<file path="config.mk">
export PLATFORM = sky130hd
export DESIGN_NAME = eep_save_ctrl
export DESIGN_NICKNAME = d
export VERILOG_FILES = /design/src/rtl/arduboy_pkg.sv /design/src/rtl/eep_autosave_timer.sv /design/src/rtl/eep_save_ctrl.sv
export SDC_FILE = /design/constraint.sdc
export NUM_CORES = 1
export LEC_CHECK = 0
export ABC_AREA = 1
export BUFFER_PORTS_ARGS = -buffer_cell sky130_fd_sc_hd__buf_2
export CAP_MARGIN = 10
export CORE_ASPECT_RATIO = 0.9
export CORE_UTILIZATION = 36
export CTS_CLUSTER_DIAMETER = 40
export DETAILED_ROUTE_END_ITERATION = 16
export SYNTH_ARGS = -nofsm -noshare
export SYNTH_HDL_FRONTEND = slang
export SYNTH_SLANG_ARGS = --single-unit
</file>
<file path="constraint.sdc">
create_clock -name clk -period 5.18 [get_ports clk]
set_input_delay 0.777 -clock clk [delete_from_list [all_inputs] [get_ports clk]]
set_output_delay 0.777 -clock clk [all_outputs]
set_load 0.005 [all_outputs]
</file>
<file path="src/rtl/arduboy_pkg.sv">
// Shared definitions for the Arduboy core: EEPROM save sequencer states and
// sector/ext-port geometry.
package arduboy_pkg;

    localparam int unsigned SECTOR_BYTES = 512;
    localparam int unsigned EXT_ADDR_W   = 17;
    localparam int unsigned SECTOR_W     = EXT_ADDR_W - 9;
    localparam int unsigned AUTOSAVE_W   = 24;

    typedef enum logic [2:0] {
        ST_IDLE,
        ST_GRANT,
        ST_REQ,
        ST_XFER,
        ST_NEXT,
        ST_DONE
    } eep_state_t;

    // Index of the last sector to restore: min(eep_sectors, ceil(img_size/512)) - 1.
    function automatic logic [SECTOR_W-1:0] load_last_sector(input logic [31:0] img_size,
                                                             input int unsigned eep_sectors);
        logic [32:0] img_sectors;
        img_sectors = ({1'b0, img_size} + 33'd511) >> 9;
        if (img_sectors > 33'(eep_sectors))
            img_sectors = 33'(eep_sectors);
        return SECTOR_W'(img_sectors - 33'd1);
    endfunction

endpackage

</file>
<file path="src/rtl/eep_autosave_timer.sv">
// Autosave down-counter: reloads on every CPU EEPROM write and pulses expire
// on the enabled clock that takes it to zero.
module eep_autosave_timer
    import arduboy_pkg::*;
#(
    parameter logic [AUTOSAVE_W-1:0] CYCLES = 24'd10_000_000
) (
    input  logic clk,
    input  logic rst,
    input  logic load,
    input  logic en,
    output logic expire
);

    logic [AUTOSAVE_W-1:0] count;

    always_ff @(posedge clk or negedge rst) begin
        if (!rst)
            count <= '0;
        else if (load)
            count <= CYCLES;
        else if (en && count != '0)
            count <= count - AUTOSAVE_W'(1);
    end

    assign expire = en && !load && (count == AUTOSAVE_W'(1));

endmodule

</file>
<file path="src/rtl/eep_save_ctrl.sv">
// Bulk EEPROM load/save sequencer between the EEPROM ext port and the HPS
// sector interface; holds the AVR core off the EEPROM for each transfer.
module eep_save_ctrl
    import arduboy_pkg::*;
#(
    parameter int unsigned           EEP_SIZE        = 512,
    parameter logic [AUTOSAVE_W-1:0] AUTOSAVE_CYCLES = 24'd10_000_000
) (
    input  logic                  clk,
    input  logic                  rst,
    input  logic                  img_mounted,
    input  logic [31:0]           img_size,
    input  logic                  save_req,
    input  logic                  autosave_en,
    input  logic                  cpu_eep_wr,
    input  logic                  eep_busy,
    output logic                  cpu_hold,
    output logic                  ext_eep_en,
    output logic                  ext_eep_rd,
    output logic                  ext_eep_wr,
    output logic [EXT_ADDR_W-1:0] ext_eep_addr,
    output logic [7:0]            ext_eep_dout,
    input  logic [7:0]            ext_eep_din,
    output logic [31:0]           sd_lba,
    output logic                  sd_rd,
    output logic                  sd_wr,
    input  logic                  sd_ack,
    input  logic [8:0]            sd_buff_addr,
    input  logic [7:0]            sd_buff_dout,
    input  logic                  sd_buff_wr,
    output logic [7:0]            sd_buff_din,
    output logic                  busy,
    output logic                  dirty
);

    localparam int unsigned          EEP_SECTORS = EEP_SIZE / SECTOR_BYTES;
    localparam logic [SECTOR_W-1:0]  SAVE_LAST   = SECTOR_W'(EEP_SECTORS - 1);

    eep_state_t            state, state_next;
    logic [SECTOR_W-1:0]   sector, op_last, load_last;
    logic                  op_save;
    logic                  load_pend, save_pend, mounted, ack_q;
    logic                  mount_nz, mount_zero, save_in, autosave_expire;
    logic                  take_load, take_save, drop_save;
    logic                  eep_window, xfer;

    assign mount_nz   = img_mounted && (img_size != '0);
    assign mount_zero = img_mounted && (img_size == '0);
    assign save_in    = save_req || autosave_expire;

    // New pulses are acted on directly from IDLE; anything else is latched one deep.
    always_comb begin
        take_load = 1'b0;
        take_save = 1'b0;
        drop_save = 1'b0;
        if (state == ST_IDLE) begin
            take_load = (load_pend && !mount_zero) || mount_nz;
            take_save = !take_load && (save_pend || save_in) && mounted;
            drop_save = !take_load && (save_pend || save_in) && !mounted;
        end
    end

    always_comb begin
        state_next = state;
        unique case (state)
            ST_IDLE:  if (take_load || take_save) state_next = ST_GRANT;
            ST_GRANT: if (!eep_busy)              state_next = ST_REQ;
            ST_REQ:   if (sd_ack && !ack_q)       state_next = ST_XFER;
            ST_XFER:  if (!sd_ack)                state_next = ST_NEXT;
            ST_NEXT:  state_next = (sector == op_last) ? ST_DONE : ST_REQ;
            ST_DONE:  state_next = ST_IDLE;
            default:  state_next = ST_IDLE;
        endcase
    end

    always_ff @(posedge clk or negedge rst) begin
        if (!rst) begin
            state     <= ST_IDLE;
            sector    <= '0;
            op_last   <= '0;
            load_last <= '0;
            op_save   <= 1'b0;
            load_pend <= 1'b0;
            save_pend <= 1'b0;
            mounted   <= 1'b0;
            dirty     <= 1'b0;
            ack_q     <= 1'b0;
        end else begin
            state <= state_next;
            ack_q <= sd_ack;

            if (mount_nz) begin
                load_last <= load_last_sector(img_size, EEP_SECTORS);
                mounted   <= 1'b1;
            end else if (mount_zero) begin
                mounted   <= 1'b0;
            end

            load_pend <= mount_zero ? 1'b0 : ((load_pend || mount_nz) && !take_load);
            save_pend <= (save_pend || save_in) && !take_save && !drop_save;

            if (take_load) begin
                op_save <= 1'b0;
                op_last <= mount_nz ? load_last_sector(img_size, EEP_SECTORS) : load_last;
                sector  <= '0;
            end else if (take_save) begin
                op_save <= 1'b1;
                op_last <= SAVE_LAST;
                sector  <= '0;
            end else if (state == ST_NEXT && sector != op_last) begin
                sector  <= sector + SECTOR_W'(1);
            end

            if (take_save || (state == ST_DONE && !op_save))
                dirty <= 1'b0;
            else if (cpu_eep_wr)
                dirty <= 1'b1;
        end
    end

    eep_autosave_timer #(
        .CYCLES(AUTOSAVE_CYCLES)
    ) u_timer (
        .clk    (clk),
        .rst    (rst),
        .load   (cpu_eep_wr),
        .en     (dirty && autosave_en && mounted && (state == ST_IDLE)),
        .expire (autosave_expire)
    );

    assign eep_window   = (state == ST_REQ) || (state == ST_XFER) || (state == ST_NEXT);
    assign cpu_hold     = (state == ST_GRANT) || eep_window;
    assign ext_eep_en   = eep_window && !eep_busy && cpu_hold;
    assign xfer         = (state == ST_XFER) && ext_eep_en;
    assign ext_eep_wr   = xfer && !op_save && sd_buff_wr;
    assign ext_eep_rd   = xfer && op_save;
    assign ext_eep_addr = {sector, sd_buff_addr};
    assign ext_eep_dout = sd_buff_dout;
    assign sd_buff_din  = ext_eep_din;
    assign sd_rd        = (state == ST_REQ) && !op_save;
    assign sd_wr        = (state == ST_REQ) && op_save;
    assign sd_lba       = {{(32 - SECTOR_W){1'b0}}, sector};
    assign busy         = (state != ST_IDLE);

endmodule

</file>
==> results of run 1 <==
-- per-layer routing --
metal  vias to the layer above  track usage (%)
met3                         8             4.14
met4                         0             4.21
met5                         -                0
met1                      1478             21.1
li1                       1623                -
met2                        72             26.5
-- cells in the final DEF (no fill, tap or decap), drive strengths merged --
cell type  netlist  final
a21oi           12     12
xor2             5      5
nand3           31     31
or2              2      2
buf             59     65
bufinv           0      1
a21boi           1      1
nor2            94     94
o22ai            1      1
o211a            1      1
clkinv           0      2
ha               4      4
dfrtp           57     57
clkinvlp         0      1
conb             2     25
clkbuf           2     12
xnor2            4      4
o31ai            3      3
o21ai           28     28
nand2          112    112
o21bai           1      1
nor3            10     10
nor4             2      2
nand4           17     17
a31oi            1      1
o21a             1      1
inv             65     65
-- cell families after synthesis --
kind of cell,share of synthesized area [%]
DFF,37.3
buffers and inverters,18.5
other,0.197
AOI/OAI and AO/OA,7.30
adders and majority gates,1.31
and+or+nand+nor,33.3
xor gates and xnor gates,2.06
-- flip-flops by register name, indices dropped and copies added, names as in the netlist, 3 cells and up --
name,flops
u_timer.count,24
state,3
sector,8
load_last,8
op_last,8
-- cell type report --
type,instances,area [um^2],share of cell area [%]
tap,129,161,3.80
timing repair buffer,65,328,7.72
clock inverter,4,51.3,1.21
multi-input combinational,355,1770,41.8
inverter,65,249,5.86
clock buffer,12,256,6.04
sequential,57,1430,33.6
-- path summary, 6_finish.rpt --
kind                                  start                end  slack (ps)  cells past startpoint
max                                state[2]         ext_eep_en        2850                      5
min                            load_last[4]       load_last[4]         480                      2
max reg2reg                u_timer.count[0]  u_timer.count[12]        2950                     13
min reg2reg                    load_last[4]       load_last[4]         480                      2
max in group asynchronous               rst  u_timer.count[23]        4080                      2
min in group asynchronous               rst  u_timer.count[10]         600                      2
-- power groups by stage --
stage | Sequential, W | Clock (W) | Combinational (W)
finish | 0.000551 | 0.000608 | 0.000557
global route | 0.000560 | 0.000638 | 0.000630
CTS | 0.000551 | 0.000620 | 0.000560
detailed placement | 0.000558 | 0 | 0.000557
global placement | 0.000558 | 0 | 0.000544
floorplan | 0.000549 | 0 | 0.000451
-- metrics by stage --
stage	setup slack (ps)	cells	hold WS, ps	area, um^2	utilization (%)
after detailed placement	2800	671	466	3940	38.3
after CTS	2840	687	480	4250	41.3
after floorplan	3300	538	438	3910	-
after global routing	2700	687	508	4250	41.3
after global placement	2880	671	461	3940	38.3
final	2850	687	477	4250	41.3
-- worst min-delay path: cells and delay by family (launching register included) --
| family | cells | cell delay [ps] |
|---|---|---|
| simple gates | 2 | 120 |
| flops | 1 | 320 |
==> results_dict.tcl, run 1 <==
set metrics [dict create \
    status "complete, no violations" \
    drc_errors 0 \
    fin_skew_ps 9.38 \
    synth_area_leaders "dfrtp_1 (37%), buf_4 (11%), nand2_1 (9.9%), nor2_1 (8.0%), inv_1 (5.5%)" \
    peakVddDrop_mv 0.254 \
    fmaxAchievable_ghz 0.429 \
    synthArstFlopShare_pct 100 \
    gp_congestion 0.830 \
    synth_ff_type "dfrtp_1" \
    clock_sinks 57 \
    power_leakage_nw 2.09 \
    diodes 0 \
    cts_tree "done" \
    antenna_left 0 \
    total_power_w 0.00172 \
    power.switching_w 0.000643 \
    synth_top_area_cell "dfrtp_1" \
    worstMarginPinSlew_ps 756 \
    clk_latency_ps 330 \
    cts_root_buf "clkbuf_16" \
    wire_per_inst_um 12.1 \
    start_util_pct 37.1 \
    via_per_inst 4.63 \
    antenna_found_initial 0 \
    grt_pass1_wl_mm 14.5 \
    cp_cell_sequence "inv_1, nor2_2, a21oi_1, nor2_1, buf_2" \
    clockBufferDepth 2 \
    criticalPathCategory "reg2out" \
    synth.distinct_cells 40 \
    syn_area_per_cell_um2 7.42 \
    wl_met3_um 335 \
    dr.pass1.iters 5 \
    clkPwrFrac_pct 35.4 \
    nets 623 \
    path_max_fanout 7 \
    clkSlewWorstSetupHoldPaths_ps 50 \
    hpwl_mm 6.19 \
    numCtsBuffers 9 \
    io_pins 139 \
    endpoint_kind "primary output" \
    min_period_ps 2330 \
    internal_power_w 0.00107 \
    design.die.area_mm2 0.0110 \
    met2_wirelength_mm 3.90 \
    drive_gt1_share_pct 22.4 \
    syn-instance-count 515 \
    vias 3181 \
    switching_share_pct 37.5 \
    rows 35 \
    synth_most_common_cell "nand2_1" \
    area_growth_pct 11.1 \
    slew_headroom_pct 49.6 \
    worst_path_largest_cell_delay_ps 530 \
    yosysTopAreaCellShare_pct 37.3 \
    drt_iter0_drc 147 \
    report.final.slew_viol_count 0 \
    critPathRequiredTime_ps 4400 \
    p_per_area_mw_per_mm2 404 \
    drt_wl_total_mm 8.31 \
    p_seq_share_pct 32.1 \
    place.port_buffers 64 \
    ctsResizeCount 0 \
    ctsHoldBuffers 0 \
    grt_max_degree 58 \
    grt-ovfl-total 0 \
    rsz0062_at_grt "false" \
    drv_cap 0 \
    die_h_um 99.7 \
    netlist_top_cells_count "nand2_1 (101), nor2_1 (81), buf_4 (57), dfrtp_1 (57), inv_1 (56)" \
    fill_cells 1050 \
    crit_family "flip-flops" \
    ys_ff_latch 57 \
    top_layer "met4" \
    critPathLaunchType "flip-flop" \
    drt-met1-wl_mm 4.00 \
    die_w_um 111 \
    synth-warning-count 0 \
    fin_crit_sh_pct 45.0 \
    cp.arrival_ps 1550 \
    grtUsageTotal_pct 16.1 \
    setup_violations 0 \
    hold_class "reg2reg" \
    path_buf_inv 2 \
    crit_slowest_cell "dfrtp_1" \
    core_area_mm2 0.0103 \
    first_global_vias 3090 \
    synth-edff-count 0 \
    post_cts_buffers 0 \
    share_comb_of_total_power_pct 32.5 \
    syn_area_mm2 0.00382 \
    hold_viol_final 0 \
    seq_area_frac_synth_pct 37.3 \
    finalSetupTns_ps 0 \
    cts_htree_levels 3 \
]
(Power assumes the default switching activity.)
==> inputs of run 2 (changes only) <==
==> constraint.sdc (replaced) <==
create_clock -name clk -period 2.05 [get_ports clk]
set_input_delay 0.3075 -clock clk [delete_from_list [all_inputs] [get_ports clk]]
set_output_delay 0.3075 -clock clk [all_outputs]
set_load 0.005 [all_outputs]
==> run 2 against run 1 <==
  * Via count up 1.2%
  * Die area unchanged
  * Worst hold slack worse by 380 ps
  * Count of clock-buffer cells in the layout down 3
  * First-iteration DRC count up 14%
  * Routed wire length up 3.1%
  * Total power rose to 2.6 times the previous value
  * Register-to-register slack worse by 2700 ps
  * Sequential power rose to 2.5 times the previous value
==> results_dict.tcl, run 2 (synthesis results as in run 1) <==
set metrics [dict create \
    largest_reg_flops 24 \
    fin_crit_sh_pct 91.0 \
    min_period_ps 1870 \
    place.port_buffers 64 \
    cts_tree "done" \
    diodes 0 \
    clkSlewWorstSetupHoldPaths_ps 60 \
    drt_wl_total_mm 8.57 \
    internal_power_w 0.00277 \
    share_comb_of_total_power_pct 32.3 \
    io_pins 139 \
    grt_pass1_wl_mm 14.7 \
    gp_congestion 0.901 \
    regMostFlops "u_timer.count" \
    clockBufferDepth 2 \
    status "complete, no violations" \
    fin_skew_ps 8.44 \
    endpoint_kind "primary output" \
    core_area_mm2 0.0103 \
    critPathRequiredTime_ps 1740 \
    hold_viol_final 0 \
    wire_per_inst_um 12.4 \
    criticalPathCategory "reg2out" \
    hpwl_mm 6.48 \
    cts_root_buf "clkbuf_16" \
    p_per_area_mw_per_mm2 1020 \
    antenna_left 0 \
    area_growth_pct 12.5 \
    post_cts_buffers 0 \
    die_h_um 99.7 \
    nets 627 \
    via_per_inst 4.66 \
    fmaxAchievable_ghz 0.536 \
    drt_iter0_drc 168 \
    dr.pass1.iters 4 \
    switching_share_pct 36.9 \
    setup_violations 0 \
    first_global_vias 3158 \
    multiInputGateArea_mm2 0.00178 \
    stdcell_count 690 \
    cts_htree_levels 3 \
    grtUsageTotal_pct 16.9 \
    hold_class "in2reg" \
    report.final.slew_viol_count 0 \
    power.switching_w 0.00162 \
    design.die.area_mm2 0.0110 \
    antenna_found_initial 0 \
    mostFrequentLayoutCell "nand2_1" \
    drive_gt1_share_pct 22.8 \
    critPathLaunchType "flip-flop" \
    start_util_pct 37.1 \
    p_seq_share_pct 31.7 \
    final_cell_mix "nand2_1 (101), nor2_1 (81), buf_2 (64)" \
    cp.arrival_ps 1560 \
    path_max_fanout 7 \
    rsz0062_at_grt "false" \
    rows 35 \
    peakVddDrop_mv 0.681 \
    die_w_um 111 \
    fill_cells 1027 \
    drv_cap 0 \
    grt-ovfl-total 0 \
    dp_worst_setup_slack_ps 137 \
    vias 3218 \
    grt_max_degree 58 \
    regArea_mm2 0.00143 \
    clkPwrFrac_pct 36.0 \
    power_leakage_nw 2.12 \
    clk_latency_ps 330 \
    fin_ws_ps 184 \
    numCtsBuffers 9 \
    finalSetupTns_ps 0 \
    drc_errors 0 \
    clock_sinks 57 \
    placedCellCount 674 \
]
[run 2: worst paths after layout]
check	start	end	slack (ps)	cells past startpoint
setup / recovery	state[2]	ext_eep_en	180	5
hold / removal	sd_ack	ack_q	90	1
setup reg to reg	u_timer.count[0]	u_timer.count[12]	230	13
hold reg to reg	load_last[6]	load_last[6]	480	2
max in group asynchronous	rst	u_timer.count[17]	1280	3
min in group asynchronous	rst	u_timer.count[7]	510	3
[run 2: worst max-delay path, cell delays in order (launching register included)]
cell and delay (ps):
dfrtp_1 530, inv_1 120, nor2_2 270, a21oi_1 100, nor2_1 90, buf_2 120
[run 2: area by class of cell]
cell class	count	share of cell area, %
clock buffer	9	5.24
clock inverter	6	1.95
inverter	65	5.79
multi-input combinational	355	41.4
sequential	57	33.2
tap	129	3.76
timing repair buffer	69	8.68
[run 2: metrics by stage]
stage	total power, W	instance area (um^2)	util, %	hold WS (ps)
after floorplan	0.00253	3910	-	11.9
after global placement	0.00279	3970	38.6	337
after detailed placement	0.00283	3970	38.6	337
after CTS	0.00443	4290	41.7	83.6
after global routing	0.00469	4300	41.8	80.2
final	0.00440	4300	41.8	94.4
[run 2: metal layers]
layer	global-route usage, %	share of wire [%]	up-vias	routed length [um]
li1	-	-	1629	-
met1	20.8	45	1492	3860
met2	27.8	48	86	4090
met3	5.18	5.6	11	477
met4	6.67	1.7	0	142
met5	0	0	-	0
[run 2: repair_timing]
action	in CTS	in global routing
resized for setup	0	1
setup endpoints to repair	0	2
hold buffers	1	0
endpoints found under the hold margin	57	0
[run 2: power by group through the flow]
stage / clock network (W) / logic (W) / registers, W
6_report: 0.00158 / 0.00142 / 0.00139
5_1_grt: 0.00166 / 0.00162 / 0.00141
4_1_cts: 0.00162 / 0.00142 / 0.00139
3_5_place_dp: 0 / 0.00141 / 0.00141
3_3_place_gp: 0 / 0.00139 / 0.00141
2_1_floorplan: 0 / 0.00114 / 0.00139
==> inputs of run 3 (changes only) <==
--- a/config.mk
+++ b/config.mk
@@ -12,6 +12,7 @@
 export CORE_UTILIZATION = 36
 export CTS_CLUSTER_DIAMETER = 40
 export DETAILED_ROUTE_END_ITERATION = 16
+export GPL_TIMING_DRIVEN = 0
 export SYNTH_ARGS = -nofsm -noshare
 export SYNTH_HDL_FRONTEND = slang
 export SYNTH_SLANG_ARGS = --single-unit
==> run 3 against run 2 <==
  * Sequential share of layout area fell by 3.9 points
  * Core utilization increased by 5.5 points
  * Maximum frequency fell by 2.0%
  * Worst setup slack lost 38 ps
  * Register-to-register slack worse by 80 ps
  * Count of clock-buffer cells in the layout up 1
  * Critical endpoint is now u_timer.count[12]
==> results_dict.tcl, run 3 (synthesis results as in run 1) <==
set metrics [dict create \
    p_per_area_mw_per_mm2 942 \
    cts_root_buf "clkbuf_16" \
    drc_errors 0 \
    diodes 0 \
    regMostFlops "u_timer.count" \
    drt_iter0_drc 146 \
    min_period_ps 1900 \
    power_leakage_nw 2.51 \
    fin_skew_ps 6.15 \
    peakVddDrop_mv 0.632 \
    hold_class "in2reg" \
    clockBufferDepth 2 \
    rsz0062_at_grt "false" \
    cts_htree_levels 3 \
    drv_cap 0 \
    cts_tree "done" \
    cp.arrival_ps 2120 \
    gp_congestion 0.891 \
    wire_per_inst_um 11.4 \
    numCtsBuffers 9 \
    largest_reg_flops 24 \
    finalSetupTns_ps 0 \
    worstMarginPinSlew_ps 581 \
    clkSlewWorstSetupHoldPaths_ps 50 \
    clk_latency_ps 330 \
    grt-ovfl-total 0 \
    fill_cells 1037 \
    fin_crit_sh_pct 92.9 \
    drt_wl_total_mm 8.78 \
    clock_sinks 57 \
    final_cell_mix "nand2_1 (101), buf_2 (89), nor2_1 (81)" \
    antenna_found_initial 0 \
    nets 710 \
    grt_pass1_wl_mm 14.8 \
    critPathRequiredTime_ps 2270 \
    place.port_buffers 89 \
    hold_viol_final 0 \
    die_h_um 99.7 \
    via_per_inst 4.56 \
    area_growth_pct 27.3 \
    antenna_left 0 \
    die_w_um 111 \
    critPathLaunchType "flip-flop" \
    core_area_mm2 0.0103 \
    mostFrequentLayoutCell "nand2_1" \
    hpwl_mm 6.71 \
    endpoint_kind "flip-flop" \
    status "complete, no violations" \
    grtUsageTotal_pct 16.6 \
    slew_headroom_pct 61.3 \
    path_max_fanout 10 \
    grt_max_degree 40 \
    dr.pass1.iters 5 \
    rows 35 \
    criticalPathCategory "reg2reg" \
    io_pins 139 \
    setup_violations 0 \
    design.die.area_mm2 0.0110 \
    vias 3528 \
    fmaxAchievable_ghz 0.525 \
    report.final.slew_viol_count 0 \
    first_global_vias 3333 \
    placed_area_mm2 0.00453 \
    drive_gt1_share_pct 32.9 \
    start_util_pct 37.1 \
    whs_ps 96.6 \
    final_cell_area_mm2 0.00487 \
]
-- run 3: changes by cell type in the layout (fill, tap and decap cells not counted), sizes merged --
cell      before  now
clkbuf         9   12
buf           68  149
clkinv         4    1
clkinvlp       0    2
-- run 3: power by group --
part	total, W	switching (W)	leakage, nW	internal (W)
combinational	0.00157	0.00100	1.62	0.000569
clock	0.00161	0.000526	0.151	0.00109
sequential	0.00140	0.000134	0.735	0.00126
-- run 3: final timing paths --
kind                                  start           endpoint  slack [ps]  cells after the start
max                        u_timer.count[0]  u_timer.count[12]         150                     13
min                                  sd_ack              ack_q         100                      1
max reg2reg                u_timer.count[0]  u_timer.count[12]         150                     13
min reg2reg                    load_last[6]       load_last[6]         470                      2
max in group asynchronous               rst              ack_q        1000                      3
min in group asynchronous               rst   u_timer.count[7]         480                      2
-- run 3: timing repair --
action | 4_1_cts | 5_1_grt
resized for setup | 0 | 3
setup endpoints to repair | 0 | 1
hold endpoints to repair | 18 | 0
hold buffers | 1 | 0
buffers inserted | 0 | 0
-- run 3: stage by stage --
stage / setup slack, ps / util, % / power (W) / cells
after global routing: 18.3 / 47.3 / 0.00488 / 773
after detailed placement: 65.9 / 44.1 / 0.00297 / 757
after global placement: 153 / 43.9 / 0.00294 / 756
after floorplan: 405 / - / 0.00253 / 538
after CTS: 60.7 / 47.3 / 0.00461 / 773
final: 146 / 47.3 / 0.00458 / 773
-- run 3: layout make-up --
class                   instances  area (um^2)  area share [%]
clock buffers                  10          239            4.91
well taps                     129          161            3.32
flip-flops and latches         57         1430            29.3
multi-input cells             355         1780            36.5
inverters                      65          249            5.12
plain buffers                  61          458            9.41
repair buffers                 91          475            9.77
clock inverters                 5         80.1            1.65
-- run 3: critical path: stages (launching register included) --
cell	delay, ps
dfrtp_1	410
inv_2	100
ha_2	210
nand2_2	100
nor2_4	160
nand3_2	100
nand2_2	110
inv_4	90
nor2_8	150
inv_4	90
nand2_2	70
nor2_1	40
nor2_1	90
nand2_1	60
-- run 3: routing by layer --
metal	global-route usage [%]	part of all wire [%]
met1	19.5	44
met2	29.4	49
met3	5.36	5.8
met4	4.41	0.95
met5	0	0
